### src/rtl/rate_tick_pkg.sv
// rate_tick_pkg: shared defaults and rate-select encodings for rate_tick_gen
package rate_tick_pkg;
  localparam int unsigned CNT_W_DEF       = 28;
  localparam int unsigned DIV0_DEF        = 2;
  localparam int unsigned DIV1_DEF        = 50_000_000;
  localparam int unsigned DIV2_DEF        = 100_000_000;
  localparam int unsigned DIV3_DEF        = 200_000_000;
  localparam int unsigned SYNC_STAGES_DEF = 2;
  typedef enum logic [1:0] {
    RATE_FAST = 2'b00,
    RATE_1S   = 2'b01,
    RATE_2S   = 2'b10,
    RATE_4S   = 2'b11
  } rate_e;
endpackage

### src/rtl/rate_tick_gen_sel_synchronizer.sv
// sel_synchronizer: STAGES-deep 2-bit flop chain bringing the async rate switches into the clock domain
module sel_synchronizer #(
  parameter int unsigned STAGES = 2
) (
  input  logic       clk,
  input  logic       rst,
  input  logic [1:0] d,
  output logic [1:0] q
);
  logic [STAGES-1:0][1:0] sync_q, sync_d;
  always_comb sync_d = {sync_q[STAGES-2:0], d};
  always_ff @(posedge clk) begin
    if (rst) sync_q <= '0;
    else     sync_q <= sync_d;
  end
  assign q = sync_q[STAGES-1];
endmodule

### src/rtl/rate_tick_gen.sv
// rate_tick_gen: one-cycle tick every DIV[rate_idx] clocks; define RATE_SQUARE_OUT_EN for the sq square-wave output
module rate_tick_gen
  import rate_tick_pkg::*;
#(
  parameter int unsigned CNT_W       = CNT_W_DEF,
  parameter int unsigned DIV0        = DIV0_DEF,
  parameter int unsigned DIV1        = DIV1_DEF,
  parameter int unsigned DIV2        = DIV2_DEF,
  parameter int unsigned DIV3        = DIV3_DEF,
  parameter int unsigned SYNC_STAGES = SYNC_STAGES_DEF
) (
  input  logic       CLOCK_50,
  input  logic       reset,
  input  logic       enable,
  input  logic [1:0] sel,
  output logic       tick,
  output logic [1:0] rate_idx,
  output logic       sq
);
  localparam logic [CNT_W-1:0] T0 = CNT_W'(DIV0 - 1);
  localparam logic [CNT_W-1:0] T1 = CNT_W'(DIV1 - 1);
  localparam logic [CNT_W-1:0] T2 = CNT_W'(DIV2 - 1);
  localparam logic [CNT_W-1:0] T3 = CNT_W'(DIV3 - 1);
  logic [1:0]       sel_s;
  rate_e            rate_idx_q, rate_idx_d;
  logic [CNT_W-1:0] cnt_q, cnt_d, term;
  logic             tick_q, tick_d, chg, at_term;
  sel_synchronizer #(.STAGES(SYNC_STAGES)) u_sync (
    .clk (CLOCK_50),
    .rst (reset),
    .d   (sel),
    .q   (sel_s)
  );
  // A committed rate change restarts the period and suppresses any tick due on that edge
  always_comb begin
    term       = rate_idx_q == RATE_FAST ? T0 : rate_idx_q == RATE_1S ? T1 : rate_idx_q == RATE_2S ? T2 : T3;
    chg        = sel_s != rate_idx_q;
    at_term    = cnt_q == term;
    rate_idx_d = rate_e'(sel_s);
    cnt_d      = chg ? '0 : !enable ? cnt_q : at_term ? '0 : cnt_q + 1'b1;
    tick_d     = !chg && enable && at_term;
  end
  always_ff @(posedge CLOCK_50) begin
    if (reset) begin
      rate_idx_q <= RATE_FAST;
      cnt_q      <= '0;
      tick_q     <= 1'b0;
    end else begin
      rate_idx_q <= rate_idx_d;
      cnt_q      <= cnt_d;
      tick_q     <= tick_d;
    end
  end
  assign tick     = tick_q;
  assign rate_idx = rate_idx_q;
`ifdef RATE_SQUARE_OUT_EN
  logic sq_q, sq_d;
  always_comb sq_d = sq_q ^ tick_d;
  always_ff @(posedge CLOCK_50) begin
    if (reset) sq_q <= 1'b0;
    else       sq_q <= sq_d;
  end
  assign sq = sq_q;
`else
  assign sq = 1'b0;
`endif
endmodule
### config.mk
export PLATFORM = sky130hd
export DESIGN_NAME = rate_tick_gen
export DESIGN_NICKNAME = d
export VERILOG_FILES = /design/src/rtl/rate_tick_pkg.sv /design/src/rtl/rate_tick_gen_sel_synchronizer.sv /design/src/rtl/rate_tick_gen.sv
export SDC_FILE = /design/constraint.sdc
export NUM_CORES = 1
export LEC_CHECK = 0
export BUFFER_PORTS_ARGS = -buffer_cell sky130_fd_sc_hd__clkbuf_2
export CORE_MARGIN = 4
export CORE_UTILIZATION = 50
export CTS_BUF_LIST = sky130_fd_sc_hd__clkbuf_16
export CTS_CLUSTER_SIZE = 16
export DETAILED_ROUTE_END_ITERATION = 10
export HOLD_SLACK_MARGIN = 0.06
export PLACE_DENSITY = 0.67
export SYNTH_ARGS = -nofsm -noshare
export SYNTH_HDL_FRONTEND = slang
export SYNTH_SLANG_ARGS = --single-unit
export TNS_END_PERCENT = 100
### constraint.sdc
create_clock -name CLOCK_50 -period 3.1 [get_ports CLOCK_50]
set_input_delay 0.465 -clock CLOCK_50 [delete_from_list [all_inputs] [get_ports CLOCK_50]]
set_output_delay 0.465 -clock CLOCK_50 [all_outputs]
set_load 0.05 [all_outputs]
# Word level (Yosys, flattened, before mapping)
# Index checks and enable logic that the tools add are counted.
# totals
romBits	0
latch_bits	0
ramBits	0
n_memories	0
ff_bits	35
output_inout_bits	4
word_cells	19
# classes
n_eq_ne	4
shift	0
n_reduce_logical	5
n_addsub	1
n_bitwise	0
n_div	0
mul	0
n_mux	4
n_lt_le_gt_ge	0
# ops
operator	n
28-bit two-way mux	4
28-bit by 1-bit adder with 28-bit output (second input constant)	1
28-bit equality test	1
2-bit by 1-bit equality test with 1-bit output (second input constant)	1
2-bit equality test (second input constant)	1
1-bit logical AND	2
2-bit zero test	1
2-bit != test	1
2-bit OR reduction	1
1-bit zero test	1

# Logic depth before layout (Yosys ltp)
# Gate-level depths: netlist (run 1).
# logic_depth
depth_word	6
depth_mapped	8

# By module
# From an unflattened synthesis (run 1), not the netlist that was laid out.
# hier_totals
hier_cells	197
hier_area_um2	1757.9
# by_module_without_submodules
module	n_inst	cells_each	area_per_inst_um2	seq_area_each_um2
rate_tick_gen	1	189	1652.8	620.6
sel_synchronizer	1	8	105.1	80.1

# Worst setup path before layout (run 1)
# Ideal clock, no wire load.
# synth_timing
path_type	flip-flop to flip-flop
startpoint	reg rate_idx_q[1], in the netlist rate_idx[1]
endpoint	reg cnt_q[5]
required_ns	2.985
path_slack_ns	0.570
setup_ns	0.115
arrival_ns	2.415
synth_period_minus_slack_ns	2.530
stages_incl_launch_ff	9
cell_sequence	dfxtp_1 -> inv_1 -> ha_1 -> or3b_1 -> a2111oi_1 -> o21ai_1 -> o21ai_4 -> buf_6 -> nor2_1
# synth_between
elab_chain_cells	6
elab_cells_between_ends	10
cone_classes	eq/ne (4); mux (4); reduce/logical (2)
# synth_lines
element	line_no	source
from (decl)	rate_tick_gen.sv:25	rate_e rate_idx_q, rate_idx_d;
from (signal assigned)	rate_tick_gen.sv:49	rate_idx_q <= rate_idx_d;
2-bit equality test	rate_tick_gen.sv:36	term = rate_idx_q == RATE_FAST ? T0 : rate_idx_q == RATE_1S ? T1 : rate_idx_q == RATE_2S ? T2 : T3;
28-bit two-way mux (3 in a row)	rate_tick_gen.sv:36	
28-bit equality test	rate_tick_gen.sv:38	at_term = cnt_q == term;
28-bit two-way mux	rate_tick_gen.sv:40	cnt_d = chg ? '0 : !enable ? cnt_q : at_term ? '0 : cnt_q + 1'b1;
to (signal assigned)	rate_tick_gen.sv:50	cnt_q <= cnt_d;
to (decl)	rate_tick_gen.sv:26	logic [CNT_W-1:0] cnt_q, cnt_d, term;
# Parallel ways exist; a longest one is shown, timed or not.
# A chain may end at the register's enable or synchronous reset.

# Worst setup path after layout (run 1)
# layout_timing
startpoint	reg rate_idx_q[0], in the netlist rate_idx[0]
endpoint	reg cnt_q[14]
# The elaborated chain is that of the path after synthesis.

==> key figures, run 1 <==
Finish
  • Antenna fix cells: 0
  • Final net count: ~220
  • Post-Layout Cell Count: 254
  • Area grow syn2layout: 14.1%
  • Layout cells sized above 1: 0.0817
  • Layout filler cell count: roughly 330

Power and ir drop
  • LEAKAGE: about 0.75 nW
  • PwrDens: around 590 nW/um^2
  • Worst vdd ir: slightly below 0.4 mV

Global route
  • Initial antenna violation count: 0
  • Largest net degree at the start of global routing: 29
  • First-pass GRT wire length: 6.25 mm
  • Vias in the first global route: 1360
  • GRT Total Usage: 0.191
  • GRT Residual Overflow: 0

Place
  • DP Wirelength: between 2 and 3 mm
  • I/O Buffers: 7
  • Routability congestion estimate: 0.855
  • Placed Cells: 246

Floorplan
  • Chip width: 66.9 um
  • Core Area: 3340 um^2
  • Initial Util: 0.520
  • Num rows: 21
  • I/O pin cnt: 9
  • Die Area: between 4000 and 5000 um^2
  • DIE HEIGHT: about 67 um

Logic synthesis
  • Syn Area/Cell: roughly 9 um^2
  • Count of cell types in the netlist: 36
  • Mapped Cells: ~200
  • Top cells by area, synth: dfxtp_1, xor2_1, nor2_1
  • Yosys top cell by area: dfxtp_1
  • Ys async rst share: 0
  • Adder-Cell Fraction of Synth Area: 0.0433
  • Top_reg_cell synth: dfxtp_1
  • Main combinational cell family by area after synthesis: simple AND/OR/NAND/NOR gates
  • Post-Synth Simple-Gate Area: 0.320
  • Synth Area in XOR/XNOR: 0.136
  • Area fraction in compound gates after synthesis: 0.0570
  • Sequential area share after synthesis: 0.404
  • Post-synthesis mux area share: 0.00577
  • Post-synth design cell area: roughly 1700 um^2
  • Post-synth EDFFs: 0
  • Synth top area share: 0.404
  • Syn Nets: about 210
  • Yosys Warn Count: 0
  • #FFs+latches synth: 35

Critical path
  • Crit-path cells: inv_1 > ha_1 > or3b_1 > a2111oi_1 > o21ai_1 > o21ai_4 > nor2_1
  • CP peak stage delay: approximately 0.57 ns
  • Crit. End Element: register
  • Number of buffers and inverters on the critical path: 1
  • CP Max Fanout: 28
  • Worst R2R Path Depth: 7
  • CP max-delay cell: o21ai_4
  • Worst Path Arrival: 2.72 ns
  • CP Class: reg -> reg
  • WP data required: about 3.2 ns
  • CP top delay family: compound AO/OA/AOI/OAI gates
  • WP depth: 7
  • Critical Path Start Type: register

Clock network
  • Post-CTS sizing: 0
  • H-tree Lvls: 2
  • Worst skew pair latency: approximately 0.28 ns
  • Clock sink total: 35
  • Root buffer cell: clkbuf_16
  • Worst-case clock buffer depth: 2
  • CTS tree: built
  • Cts hold-fix bufs: 0
  • Clk slew on worst S/H paths: about 0.06 ns
  • CTS Buf Count: 5
  • Post-CTS Setup Inserts: 0

Detailed routing
  • Wirelength per Cell: approximately 14 um
  • Post-Route WL: 3.65 mm
  • Vias: approximately 1400
  • Initial DRC count: 85
  • ANT nets after route: 0
  • Drt first pass iters: 4
  • Detailed-route vias per instance: 5.48
  • DRC Markers: 0

Hold path
  • Min-Delay Path Class: in -> reg
  • Hold path cells: 2

STA
  • Final period util: 0.833
  • Final number of setup-violating endpoints: 0
  • RSZ-0062 raised after global routing: no
  • Fin Setup TNS: 0 ns
  • Worst slew pin tran: approximately 0.9 ns
  • Final Hold Fails: 0
  • Worst Skew: 0.00492 ns
  • FMAX: between 0.3 and 0.4 GHz
  • Slew Limit Fails: 0
  • Worst rel slew slack: 0.409
  • Post-route minimum period: about 2.6 ns

Run
  • Maxcap violations: 0

Run status
  • Status: complete, no violations
[synthesized netlist by cell type, drive strengths merged, types with 2 or more instances]
master and instances:
inv 4, and2 6, o21ai 5, xor2 19, nor2b 6, nand2 14, nand3 12, xnor2 8
dfxtp 35, ha 6, and3 2, nor3 5, or3 9, nor2 30, or4b 2, nor4 2
a21oi 4, nand4 9, buf 5, and4 4
[state kept, by name (all words and copies together), names as in the netlist]
name,count
rate_idx,2
cnt_q,28
tick,1
u_sync.q,2
u_sync.sync_d,2
[metrics by stage]
step	total power (W)	utilization	setup WS, ns	hold WS, ns	area (um^2)
final	0.00116	0.594	0.518	0.383	1980
after floorplan	0.000513	-	0.570	0.414	1740
after CTS	0.00117	0.594	0.485	0.385	1980
after global placement	0.000517	0.536	0.631	0.418	1790
after global routing	0.00119	0.594	0.182	0.406	1980
after detailed placement	0.000519	0.536	0.508	0.424	1790
[cells in the final DEF, fill, tap and decap left out, drive strengths merged, types with 2 or more instances in the layout]
cell	count
or4b	2
o21ai	5
xor2	19
and4	4
nor3	5
bufinv	2
a21oi	4
inv	4
or3	9
dfxtp	35
nand4	9
xnor2	8
ha	6
nand2	14
nand3	12
and2	6
clkbuf	12
nor2	30
nor4	2
nor2b	6
and3	2
[metal layers]
| metal | wire length (um) | GRT usage |
|---|---|---|
| met1 | 1610 | 0.224 |
| met2 | 1820 | 0.300 |
| met3 | 140 | 0.0658 |
| met4 | 89 | 0.114 |
| met5 | 0 | 0 |
[cells by family after synthesis]
logic type	Yosys count
other	1
muxes	1
adders and majority gates	6
AOI/OAI and AO/OA	14
DFF	35
xor gates and xnor gates	27
and+or+nand+nor	105
buffers and inverters	9
[power by group]
group	switching [W]	internal [W]
Combinational	0.0000316	0.0000172
Sequential	0.00000478	0.000455
Clock	0.000194	0.000460
Total	0.000231	0.000933
[worst paths after layout]
check                                 startpoint                to  slack (ns)
worst max-delay path                 rate_idx[0]         cnt_q[14]        0.52
worst min register to register  u_sync.sync_d[2]       u_sync.q[0]        0.44
worst max register to register       rate_idx[0]         cnt_q[14]        0.52
worst min-delay path                      sel[0]  u_sync.sync_d[2]        0.38
[final cells by class]
cell class	instances	area, um^2	area share
inverters	4	15.0	0.00758
repair buffers	7	35.0	0.0177
flip-flops and latches	35	701	0.354
multi-input cells	154	980	0.495
well taps	46	57.6	0.0291
clock buffers	5	125	0.0632
clock inverters	3	67.6	0.0341
[worst reg2reg max path, stage by stage (launching register included)]
cell and delay [ns]:
dfxtp_1 0.38, inv_1 0.15, ha_1 0.24, or3b_1 0.36, a2111oi_1 0.40, o21ai_1 0.19
o21ai_4 0.57, nor2_1 0.14
(Power assumes the default switching activity.)
==> run 2, diff against run 1 <==
PLACE_DENSITY = 0.7   (was 0.67)
clock period = 2.1 ns   (was 3.1 ns; I/O delays follow)
==> run 2 against run 1 <==
Effect of this change:
- first-iteration DRC count increased by 5.9%
- largest power group is now sequential cells
- critical path depth increased by 1
- core utilization increased by 2.7 points
- clock power increased by 3%
- global-route usage decreased by 0.13 points
- count of clock-buffer cells in the layout unchanged
- sequential power increased by 47%
- critical endpoint is now cnt_q[18]
- wire length increased by 2.2%
- final area increased by 4.5%
- final cell count increased by 3.9%
==> key figures, run 2 (same netlist as run 1, synthesis figures left out) <==
Clock network
  • Clock sink total: 35 (unchanged)
  • Cts hold-fix bufs: 0 (unchanged)
  • H-tree Lvls: 2 (unchanged)
  • Worst skew pair latency: 0.27 ns (about the same)
  • Root buffer cell: clkbuf_16
  • Clk slew on worst S/H paths: 0.05 ns (about the same)
  • CTS tree: built
  • CTS Buf Count: 5 (unchanged)
  • Worst-case clock buffer depth: 2 (unchanged)

Critical path
  • CP peak stage delay: 0.37 ns (-0.20 ns)
  • Number of buffers and inverters on the critical path: 2 (+1)
  • Crit. End Element: register
  • CP max-delay cell: dfxtp_4
  • WP data required: 2.25 ns (-0.99 ns)
  • CP Class: reg -> reg
  • CP Max Fanout: 14 (-50%)
  • Critical Path Start Type: register
  • Crit-path cells: buf_4 > ha_1 > or3_1 > a222oi_1 > o21ai_2 > o21ai_4 > buf_6 > nor2_1
  • CP top delay family: compound AO/OA/AOI/OAI gates
  • Worst Path Arrival: 2.22 ns (-0.50 ns)

Place
  • DP Wirelength: 2.50 mm (-5.7%)
  • DP Area: 1860 um^2 (+4.2%)
  • I/O Buffers: 7 (unchanged)
  • Placed Cells: 252 (+2.4%)
  • Routability congestion estimate: 0.856 (+0.19%)

STA
  • Final Hold Fails: 0 (unchanged)
  • RSZ-0062 raised after global routing: yes
  • Post-route minimum period: 2.07 ns (-0.514 ns)
  • Worst Skew: 0.00656 ns (+0.00164 ns)
  • Final number of setup-violating endpoints: 0 (unchanged)
  • Slew Limit Fails: 0 (unchanged)
  • Final period util: 0.984 (+0.152)
  • FMAX: 0.484 GHz (+25%)

Finish
  • Commonest non-fill, non-tap cells in the layout: dfxtp_1, nor2_1, xor2_1
  • Post-route cell area: 2070 um^2 (+4.5%)
  • Commonest non-fill, non-tap cell in the layout: dfxtp_1
  • Final net count: 228 (+4.6%)
  • Largest register FFs: 28 (unchanged)
  • Antenna fix cells: 0 (unchanged)
  • Layout cells sized above 1: 0.156 (+0.0742)
  • Post-Layout Cell Count: 264 (+3.9%)
  • Area grow syn2layout: 19.2%
  • Biggest register: cnt_q

Run
  • Maxcap violations: 0 (unchanged)

Floorplan
  • Die Area: 4480 um^2 (unchanged)
  • DIE HEIGHT: 66.9 um (unchanged)
  • I/O pin cnt: 9 (unchanged)
  • Chip width: 66.9 um (unchanged)
  • Core Area: 3340 um^2 (unchanged)
  • Num rows: 21 (unchanged)
  • Initial Util: 0.520 (unchanged)

Power and ir drop
  • PwrDens: 698 nW/um^2 (+19%)
  • Worst vdd ir: 0.566 mV (+47%)
  • LEAKAGE: 0.800 nW (+6.5%)
  • Pwr Total: 0.00145 W (+24%)

Global route
  • First-pass GRT wire length: 6.33 mm (+1.2%)
  • Initial antenna violation count: 0 (unchanged)
  • Largest net degree at the start of global routing: 15 (-48%)
  • GRT Total Usage: 0.190 (-0.00129)
  • Vias in the first global route: 1380 (+1.5%)
  • GRT Residual Overflow: 0 (unchanged)

Detailed routing
  • Detailed-route vias per instance: 5.28 (-3.6%)
  • Vias: 1395 (+0.14%)
  • DRC Markers: 0 (unchanged)
  • Wirelength per Cell: 14.1 um (-1.6%)
  • Drt first pass iters: 4 (unchanged)
  • Post-Route WL: 3.73 mm (+2.2%)
  • Initial DRC count: 90 (+5.9%)
  • ANT nets after route: 0 (unchanged)

Hold path
  • Min-Delay Path Class: in -> reg

Run status
  • Status: complete, no violations
## run 2: cell count changes in the layout (fill, tap and decap cells not counted), sizes merged
cell and change:
clkinvlp -1, bufinv -2, buf +10, clkinv +2, inv +1
## run 2: what timing repair did
| item | in CTS | in global routing |
|---|---|---|
| setup buffers | 4 | 1 |
| gates resized for setup | 7 | 3 |
| endpoints found under the setup margin | 1 | 28 |
| pin swaps | 2 | 2 |
| hold endpoints to repair | 0 | 0 |
| cloned | 1 | 0 |
## run 2: area by class of cell
cell class	instances	area [um^2]
clock buffers	5	125
fillers	288	1270
clock inverters	3	12.5
repair buffers	17	118
inverters	4	20.0
flip-flops and latches	35	708
multi-input cells	154	1030
well taps	46	57.6
## run 2: power by group
| group | internal (W) | switching, W |
|---|---|---|
| Clock | 0.000427 | 0.000247 |
| Combinational | 0.0000388 | 0.0000540 |
| Sequential | 0.000671 | 0.00000701 |
| Total | 0.00114 | 0.000308 |
## run 2: metrics by stage
step | setup slack (ns) | TNS, ns | utilization | hold WS, ns
after floorplan | 0.00680 | 0 | - | 0.377
after global placement | 0.0652 | 0 | 0.558 | 0.418
after detailed placement | 0.0108 | 0 | 0.558 | 0.433
after CTS | -0.0177 | -0.0177 | 0.626 | 0.259
after global routing | -0.0619 | -0.940 | 0.620 | 0.288
final | 0.0326 | 0 | 0.620 | 0.261
## run 2: path summary, 6_finish.rpt
check | start | endpoint | slack [ns] | cells after the start
worst max register to register | rate_idx[0] | cnt_q[18] | 0.03 | 8
worst min register to register | u_sync.sync_d[3] | u_sync.q[1] | 0.44 | 1
worst min-delay path | sel[0] | u_sync.sync_d[2] | 0.26 | 2
worst max-delay path | rate_idx[0] | cnt_q[18] | 0.03 | 8
## run 2: metal layers
metal / track usage / wire (um) / vias up
li1: - / - / 721
met2: 0.308 / 1820 / 21
met4: 0.0734 / 36 / 0
met5: 0 / 0 / -
met3: 0.0438 / 170 / 4
met1: 0.243 / 1700 / 649
